--- src/rtl/nvme_doorbell_pkg.sv ---
// Shared constants, FSM state types and the address decoder used by both
// channels of the NVMe doorbell AXI4-Lite slave.
package nvme_doorbell_pkg;

    localparam logic [1:0] RESP_OKAY   = 2'b00;
    localparam logic [1:0] RESP_SLVERR = 2'b10;
    localparam logic [1:0] RESP_DECERR = 2'b11;

    localparam logic [31:0] SQ_OFS  = 32'h0;
    localparam logic [31:0] CQ_OFS  = 32'h4;
    localparam logic [31:0] QSTRIDE = 32'd8;
    localparam logic [31:0] ERR_OFS = 32'h3C;

    typedef enum logic [1:0] {W_IDLE, W_EVT, W_RESP} wr_state_t;
    typedef enum logic       {R_IDLE, R_DATA}         rd_state_t;

    typedef enum logic [1:0] {DEC_NONE, DEC_SQ, DEC_CQ, DEC_ERR} dec_kind_t;

    typedef struct packed {
        dec_kind_t  kind;
        logic [1:0] qid;
    } dec_t;

    // Byte lanes [1:0] of the address are ignored; queues beyond num_queues decode as unmapped.
    function automatic dec_t decode_addr(input logic [31:0] addr, input logic [31:0] num_queues);
        logic [31:0] word_addr;
        dec_t        dec;
        word_addr = addr & ~32'd3;
        dec.kind  = DEC_NONE;
        dec.qid   = 2'd0;
        if (word_addr == ERR_OFS) begin
            dec.kind = DEC_ERR;
        end else if (word_addr < QSTRIDE * num_queues) begin
            dec.qid = 2'(word_addr / QSTRIDE);
            if ((word_addr % QSTRIDE) == SQ_OFS) begin
                dec.kind = DEC_SQ;
            end else if ((word_addr % QSTRIDE) == CQ_OFS) begin
                dec.kind = DEC_CQ;
            end
        end
        return dec;
    endfunction

endpackage

--- src/rtl/nvme_doorbell_axil_slave.sv ---
// AXI4-Lite slave holding per-queue SQ-tail/CQ-head doorbells; every accepted
// doorbell write is forwarded to the queue engine before the write is acknowledged.
module nvme_doorbell_axil_slave
    import nvme_doorbell_pkg::*;
#(
    parameter int unsigned C_S_AXI_DATA_WIDTH = 32,
    parameter int unsigned C_S_AXI_ADDR_WIDTH = 6,
    parameter int unsigned NUM_QUEUES         = 4,
    parameter int unsigned QUEUE_DEPTH        = 64
) (
    input  logic                            ACLK,
    input  logic                            ARESET,
    input  logic [C_S_AXI_ADDR_WIDTH-1:0]   S_AXI_AWADDR,
    input  logic                            S_AXI_AWVALID,
    output logic                            S_AXI_AWREADY,
    input  logic [C_S_AXI_DATA_WIDTH-1:0]   S_AXI_WDATA,
    input  logic [C_S_AXI_DATA_WIDTH/8-1:0] S_AXI_WSTRB,
    input  logic                            S_AXI_WVALID,
    output logic                            S_AXI_WREADY,
    output logic [1:0]                      S_AXI_BRESP,
    output logic                            S_AXI_BVALID,
    input  logic                            S_AXI_BREADY,
    input  logic [C_S_AXI_ADDR_WIDTH-1:0]   S_AXI_ARADDR,
    input  logic                            S_AXI_ARVALID,
    output logic                            S_AXI_ARREADY,
    output logic [C_S_AXI_DATA_WIDTH-1:0]   S_AXI_RDATA,
    output logic [1:0]                      S_AXI_RRESP,
    output logic                            S_AXI_RVALID,
    input  logic                            S_AXI_RREADY,
    output logic                            DB_VALID,
    input  logic                            DB_READY,
    output logic [1:0]                      DB_QID,
    output logic                            DB_IS_CQ,
    output logic [15:0]                     DB_VALUE
);

    wr_state_t   wr_state_q, wr_state_d;
    rd_state_t   rd_state_q, rd_state_d;
    logic [1:0]  bresp_q, bresp_d;
    logic [1:0]  rresp_q, rresp_d;
    logic [31:0] rdata_q, rdata_d;
    logic [1:0]  db_qid_q, db_qid_d;
    logic        db_is_cq_q, db_is_cq_d;
    logic [15:0] db_value_q, db_value_d;
    logic [7:0]  err_cnt_q, err_cnt_d;
    logic [15:0] sq_q [4];
    logic [15:0] sq_d [4];
    logic [15:0] cq_q [4];
    logic [15:0] cq_d [4];

    logic aw_fire;
    dec_t wr_dec;
    dec_t rd_dec;

    assign aw_fire = (wr_state_q == W_IDLE) && S_AXI_AWVALID && S_AXI_WVALID;
    assign wr_dec  = decode_addr(32'(S_AXI_AWADDR), 32'(NUM_QUEUES));
    assign rd_dec  = decode_addr(32'(S_AXI_ARADDR), 32'(NUM_QUEUES));

    // Address and data are only ever accepted together, so no half-captured write can exist.
    assign S_AXI_AWREADY = aw_fire && !ARESET;
    assign S_AXI_WREADY  = aw_fire && !ARESET;
    assign S_AXI_BVALID  = (wr_state_q == W_RESP);
    assign S_AXI_BRESP   = bresp_q;
    assign S_AXI_ARREADY = (rd_state_q == R_IDLE) && !ARESET;
    assign S_AXI_RVALID  = (rd_state_q == R_DATA);
    assign S_AXI_RDATA   = rdata_q;
    assign S_AXI_RRESP   = rresp_q;
    assign DB_VALID      = (wr_state_q == W_EVT);
    assign DB_QID        = db_qid_q;
    assign DB_IS_CQ      = db_is_cq_q;
    assign DB_VALUE      = db_value_q;

    always_comb begin
        wr_state_d = wr_state_q;
        bresp_d    = bresp_q;
        db_qid_d   = db_qid_q;
        db_is_cq_d = db_is_cq_q;
        db_value_d = db_value_q;
        err_cnt_d  = err_cnt_q;
        sq_d       = sq_q;
        cq_d       = cq_q;
        case (wr_state_q)
            W_IDLE: begin
                if (aw_fire) begin
                    if (wr_dec.kind == DEC_NONE) begin
                        bresp_d    = RESP_DECERR;
                        wr_state_d = W_RESP;
                    end else if (wr_dec.kind == DEC_ERR || S_AXI_WSTRB != 4'hF ||
                                 S_AXI_WDATA >= 32'(QUEUE_DEPTH)) begin
                        bresp_d    = RESP_SLVERR;
                        wr_state_d = W_RESP;
                        if (err_cnt_q != 8'hFF) begin
                            err_cnt_d = err_cnt_q + 8'd1;
                        end
                    end else begin
                        if (wr_dec.kind == DEC_CQ) begin
                            cq_d[wr_dec.qid] = S_AXI_WDATA[15:0];
                        end else begin
                            sq_d[wr_dec.qid] = S_AXI_WDATA[15:0];
                        end
                        db_qid_d   = wr_dec.qid;
                        db_is_cq_d = (wr_dec.kind == DEC_CQ);
                        db_value_d = S_AXI_WDATA[15:0];
                        wr_state_d = W_EVT;
                    end
                end
            end
            W_EVT: begin
                if (DB_READY) begin
                    bresp_d    = RESP_OKAY;
                    wr_state_d = W_RESP;
                end
            end
            W_RESP: begin
                if (S_AXI_BREADY) begin
                    wr_state_d = W_IDLE;
                end
            end
            default: wr_state_d = W_IDLE;
        endcase
    end

    // Reads sample the registered state, so a same-cycle write or error count is not yet visible.
    always_comb begin
        rd_state_d = rd_state_q;
        rdata_d    = rdata_q;
        rresp_d    = rresp_q;
        case (rd_state_q)
            R_IDLE: begin
                if (S_AXI_ARVALID) begin
                    rd_state_d = R_DATA;
                    rresp_d    = RESP_OKAY;
                    case (rd_dec.kind)
                        DEC_SQ:  rdata_d = {16'h0, sq_q[rd_dec.qid]};
                        DEC_CQ:  rdata_d = {16'h0, cq_q[rd_dec.qid]};
                        DEC_ERR: rdata_d = {24'h0, err_cnt_q};
                        default: begin
                            rdata_d = 32'h0;
                            rresp_d = RESP_DECERR;
                        end
                    endcase
                end
            end
            R_DATA: begin
                if (S_AXI_RREADY) begin
                    rd_state_d = R_IDLE;
                end
            end
            default: rd_state_d = R_IDLE;
        endcase
    end

    always_ff @(posedge ACLK) begin
        if (ARESET) begin
            wr_state_q <= W_IDLE;
            rd_state_q <= R_IDLE;
            bresp_q    <= 2'b00;
            rresp_q    <= 2'b00;
            rdata_q    <= 32'h0;
            db_qid_q   <= 2'd0;
            db_is_cq_q <= 1'b0;
            db_value_q <= 16'h0;
            err_cnt_q  <= 8'h0;
            sq_q       <= '{default: 16'h0};
            cq_q       <= '{default: 16'h0};
        end else begin
            wr_state_q <= wr_state_d;
            rd_state_q <= rd_state_d;
            bresp_q    <= bresp_d;
            rresp_q    <= rresp_d;
            rdata_q    <= rdata_d;
            db_qid_q   <= db_qid_d;
            db_is_cq_q <= db_is_cq_d;
            db_value_q <= db_value_d;
            err_cnt_q  <= err_cnt_d;
            sq_q       <= sq_d;
            cq_q       <= cq_d;
        end
    end

endmodule
--- config.mk ---
export PLATFORM = sky130hd
export DESIGN_NAME = nvme_doorbell_axil_slave
export DESIGN_NICKNAME = d
export VERILOG_FILES = /design/src/rtl/nvme_doorbell_pkg.sv /design/src/rtl/nvme_doorbell_axil_slave.sv
export SDC_FILE = /design/constraint.sdc
export NUM_CORES = 1
export LEC_CHECK = 0
export ABC_AREA = 1
export BUFFER_PORTS_ARGS = -buffer_cell sky130_fd_sc_hd__buf_2
export CAP_MARGIN = 20
export CORE_MARGIN = 2
export CORE_UTILIZATION = 50
export DETAILED_ROUTE_END_ITERATION = 10
export PLACE_DENSITY = 0.72
export SETUP_SLACK_MARGIN = 0.15
export SYNTH_ARGS = -nofsm -noshare
export SYNTH_HDL_FRONTEND = slang
export SYNTH_SLANG_ARGS = --single-unit
export TNS_END_PERCENT = 100
--- constraint.sdc ---
create_clock -name ACLK -period 1.9 [get_ports ACLK]
set_input_delay 0.19 -clock ACLK [delete_from_list [all_inputs] [get_ports ACLK]]
set_output_delay 0.19 -clock ACLK [all_outputs]
set_load 0.02 [all_outputs]
==> results.yml <==
cts:
  clockRootBuffer: "clkbuf_16"
  numClockSinks: 177
  clk_path_buf_depth: 2
  numCtsBuffers: 17
  clkSlewWorstSetupHoldPaths_ns: 0.07
  cts_tree: "done"
  cts_setup_buffers: 0
  htreeDepth: 4
  clkLatencyLatePin_ns: 0.43
timing:
  hold_slack_ns: 0.0128
  hold_viol_final: 0
  tns_ns: 0
  period_minus_slack_ns: 1.63
  rsz0062_at_grt: "true"
  timing.final.ws_setup_ns: 0.272
  slew_viol_final: 0
  post-route-period-util: 0.857
  fmax_mhz: 614
  finalClockSkew_ns: 0.00603
  setup_viol: 0
power:
  leakage_nw: 5.04
  ir_worst_vdd_v: 0.000673
  power.density_mw_per_mm2: 886
  power.total_mw: 8.05
setup_path:
  crit_end: "cq_q[34]"
  startpoint_type: "flip-flop"
  end_kind: "flip-flop"
  r2r_cells: 9
  required_ns: 2.22
  rrSetupSlack_ns: 0.27
  cp_data_arrival_time_ns: 1.94
  rr_endpoint: "cq_q[34]"
  critPathMaxFanout: 22
  r2r-start: "wr_state_q[1]"
  critPathKind: "reg2reg"
  startpoint: "wr_state_q[1]"
die:
  initial_core_util: 0.510
  core.rowCount: 45
  die_area_mm2: 0.0165
  design.core.area_mm2: 0.0151
  ios: 117
  die_h_um: 128
  die_x_um: 128
logic_synthesis:
  yosysSeqAreaShare: 0.459
  synth_seq_cells: 177
  synth_area_leaders: "dfxtp_1, nand2_1, nor2_1"
  yosys_warnings: 0
  netlist_area_mm2: 0.00773
  yosysTopAreaCellShare: 0.459
  syn-mean-instance-area_um2: 6.81
  netlist_instances: 1134
  yosysTopAreaCell: "dfxtp_1"
  synth.distinct_cells: 30
min_path:
  hold_class: "in2reg"
routing:
  vias: 7053
  first_pass_iters: 5
  drtIter0Drc: 527
  wire_per_inst_um: 12.9
  wl_um: 18300
  drc: 0
  antenna_left: 0
  vias_per_cell: 4.96
final_layout:
  nets: 1277
  postLayoutCoreUtil: 0.600
  synthToLayoutAreaGrowth_pct: 17.7
  register_area_mm2: 0.00354
  diodes: 0
  drive_gt1_frac: 0.145
  n_fill_cell: 1412
  multiInputGateArea_mm2: 0.00320
placed_design:
  gp_congestion: 0.851
  place_hpwl_um: 11900
  io_buffers: 96
  place_ws_ns: 0.218
grt:
  antenna_found_initial: 0
  grtUsageTotal: 0.232
  grt-ovfl-total: 0
  grt_pass1_vias: 6389
  grt_max_degree: 71
  grt_pass1_wl_um: 30700
status:
  outcome: "completed"
job:
  drv_cap: 0
==> cell type report <==
class	instances	area share
Sequential cell	177	0.390
Timing Repair Buffer	136	0.0936
Clock inverter	15	0.0228
Multi-Input combinational cell	720	0.351
Inverter	168	0.0696
Clock buffer	17	0.0468
Tap cell	188	0.0259
==> synthesized netlist by cell type (all sizes together) <==
cell type,number
a21oi,42
and3,1
buf,46
clkbuf,38
clkinv,1
conb,1
dfxtp,177
ha,1
inv,167
nand2,232
nand3,103
nand3b,6
nand4,13
nor2,194
nor3,4
nor4,1
o211ai,6
o21ai,79
o22ai,15
or2,1
xnor2,2
xor2,4
==> state kept, by name, summed over array words and instances, names as in the netlist <==
name / cells
DB_IS_CQ: 1
DB_QID: 2
DB_VALUE: 16
S_AXI_BRESP: 2
S_AXI_RDATA: 16
S_AXI_RRESP: 1
S_AXI_RVALID: 1
cq_q: 64
err_cnt_q: 8
sq_q: 64
wr_state_q: 2
==> cells by family (layout without fill, tap and decap cells) <==
kind of cell    Yosys count  after routing  share of synthesized area
simple gates            555            555                      0.300
flops                   177            177                      0.459
fa+ha+maj                 1              1                    0.00162
buf+inv                 252            336                      0.136
xor+xnor                  6              6                    0.00680
compound gates          142            142                     0.0964
other cells               1             16                   0.000485
==> per-stage QoR <==
stage,cells,area [um^2]
2_1_floorplan,1149,7780
3_3_place_gp,1389,8440
3_5_place_dp,1389,8440
4_1_cts,1421,9080
5_1_grt,1421,9090
6_report,1421,9090
==> routing by layer <==
layer,vias up,GRT usage,share of wire
met2,210,0.370,0.44
met1,3179,0.322,0.48
met4,0,0.0659,0.014
met5,-,0,0
met3,20,0.0451,0.061
li1,3644,-,-
==> worst min-delay path by stage <==
stage / start / to / cells past startpoint
global route: S_AXI_RREADY / S_AXI_RVALID / 4
finish: S_AXI_RREADY / S_AXI_RVALID / 4
global placement: cq_q[7] / cq_q[7] / 2
detailed placement: DB_VALUE[7] / DB_VALUE[7] / 2
CTS: S_AXI_RREADY / S_AXI_RVALID / 4
floorplan: ARESET / S_AXI_RDATA[15] / 1
==> layout by cell type (no fill, tap or decap), types with 3 or more instances in the layout <==
cell type,instances
conb_1,16
clkinv_4,3
buf_4,33
inv_6,3
o21ai_0,79
nand3b_1,6
bufinv_16,4
nand2_1,231
buf_2,96
dfxtp_1,177
nor2_1,191
nand3_1,102
nand4_1,12
nor3_1,3
inv_1,164
o22ai_1,15
clkbuf_16,17
o211ai_1,6
clkinvlp_4,4
xor2_1,4
buf_12,5
a21oi_1,42
==> report_power, final <==
part	total, mW	switching (mW)	internal [mW]
combinational	0.609	0.417	0.192
clock	3.70	1.48	2.22
sequential	3.75	0.0141	3.73
==> repair_timing <==
action | 4_1_cts | 5_1_grt
resized for setup | 0 | 4
hold buffers | 0 | 0
endpoints found under the setup margin | 0 | 75
==> critical path, cell delays in order, from the launching register on <==
cell and delay (ns):
dfxtp_1 0.35, nor2_2 0.16, nand3_2 0.12, inv_1 0.09, nand2_1 0.10, inv_2 0.13
nand4_1 0.11, buf_4 0.25, nor2_1 0.14, nor2_1 0.06
(Power assumes the default switching activity.)
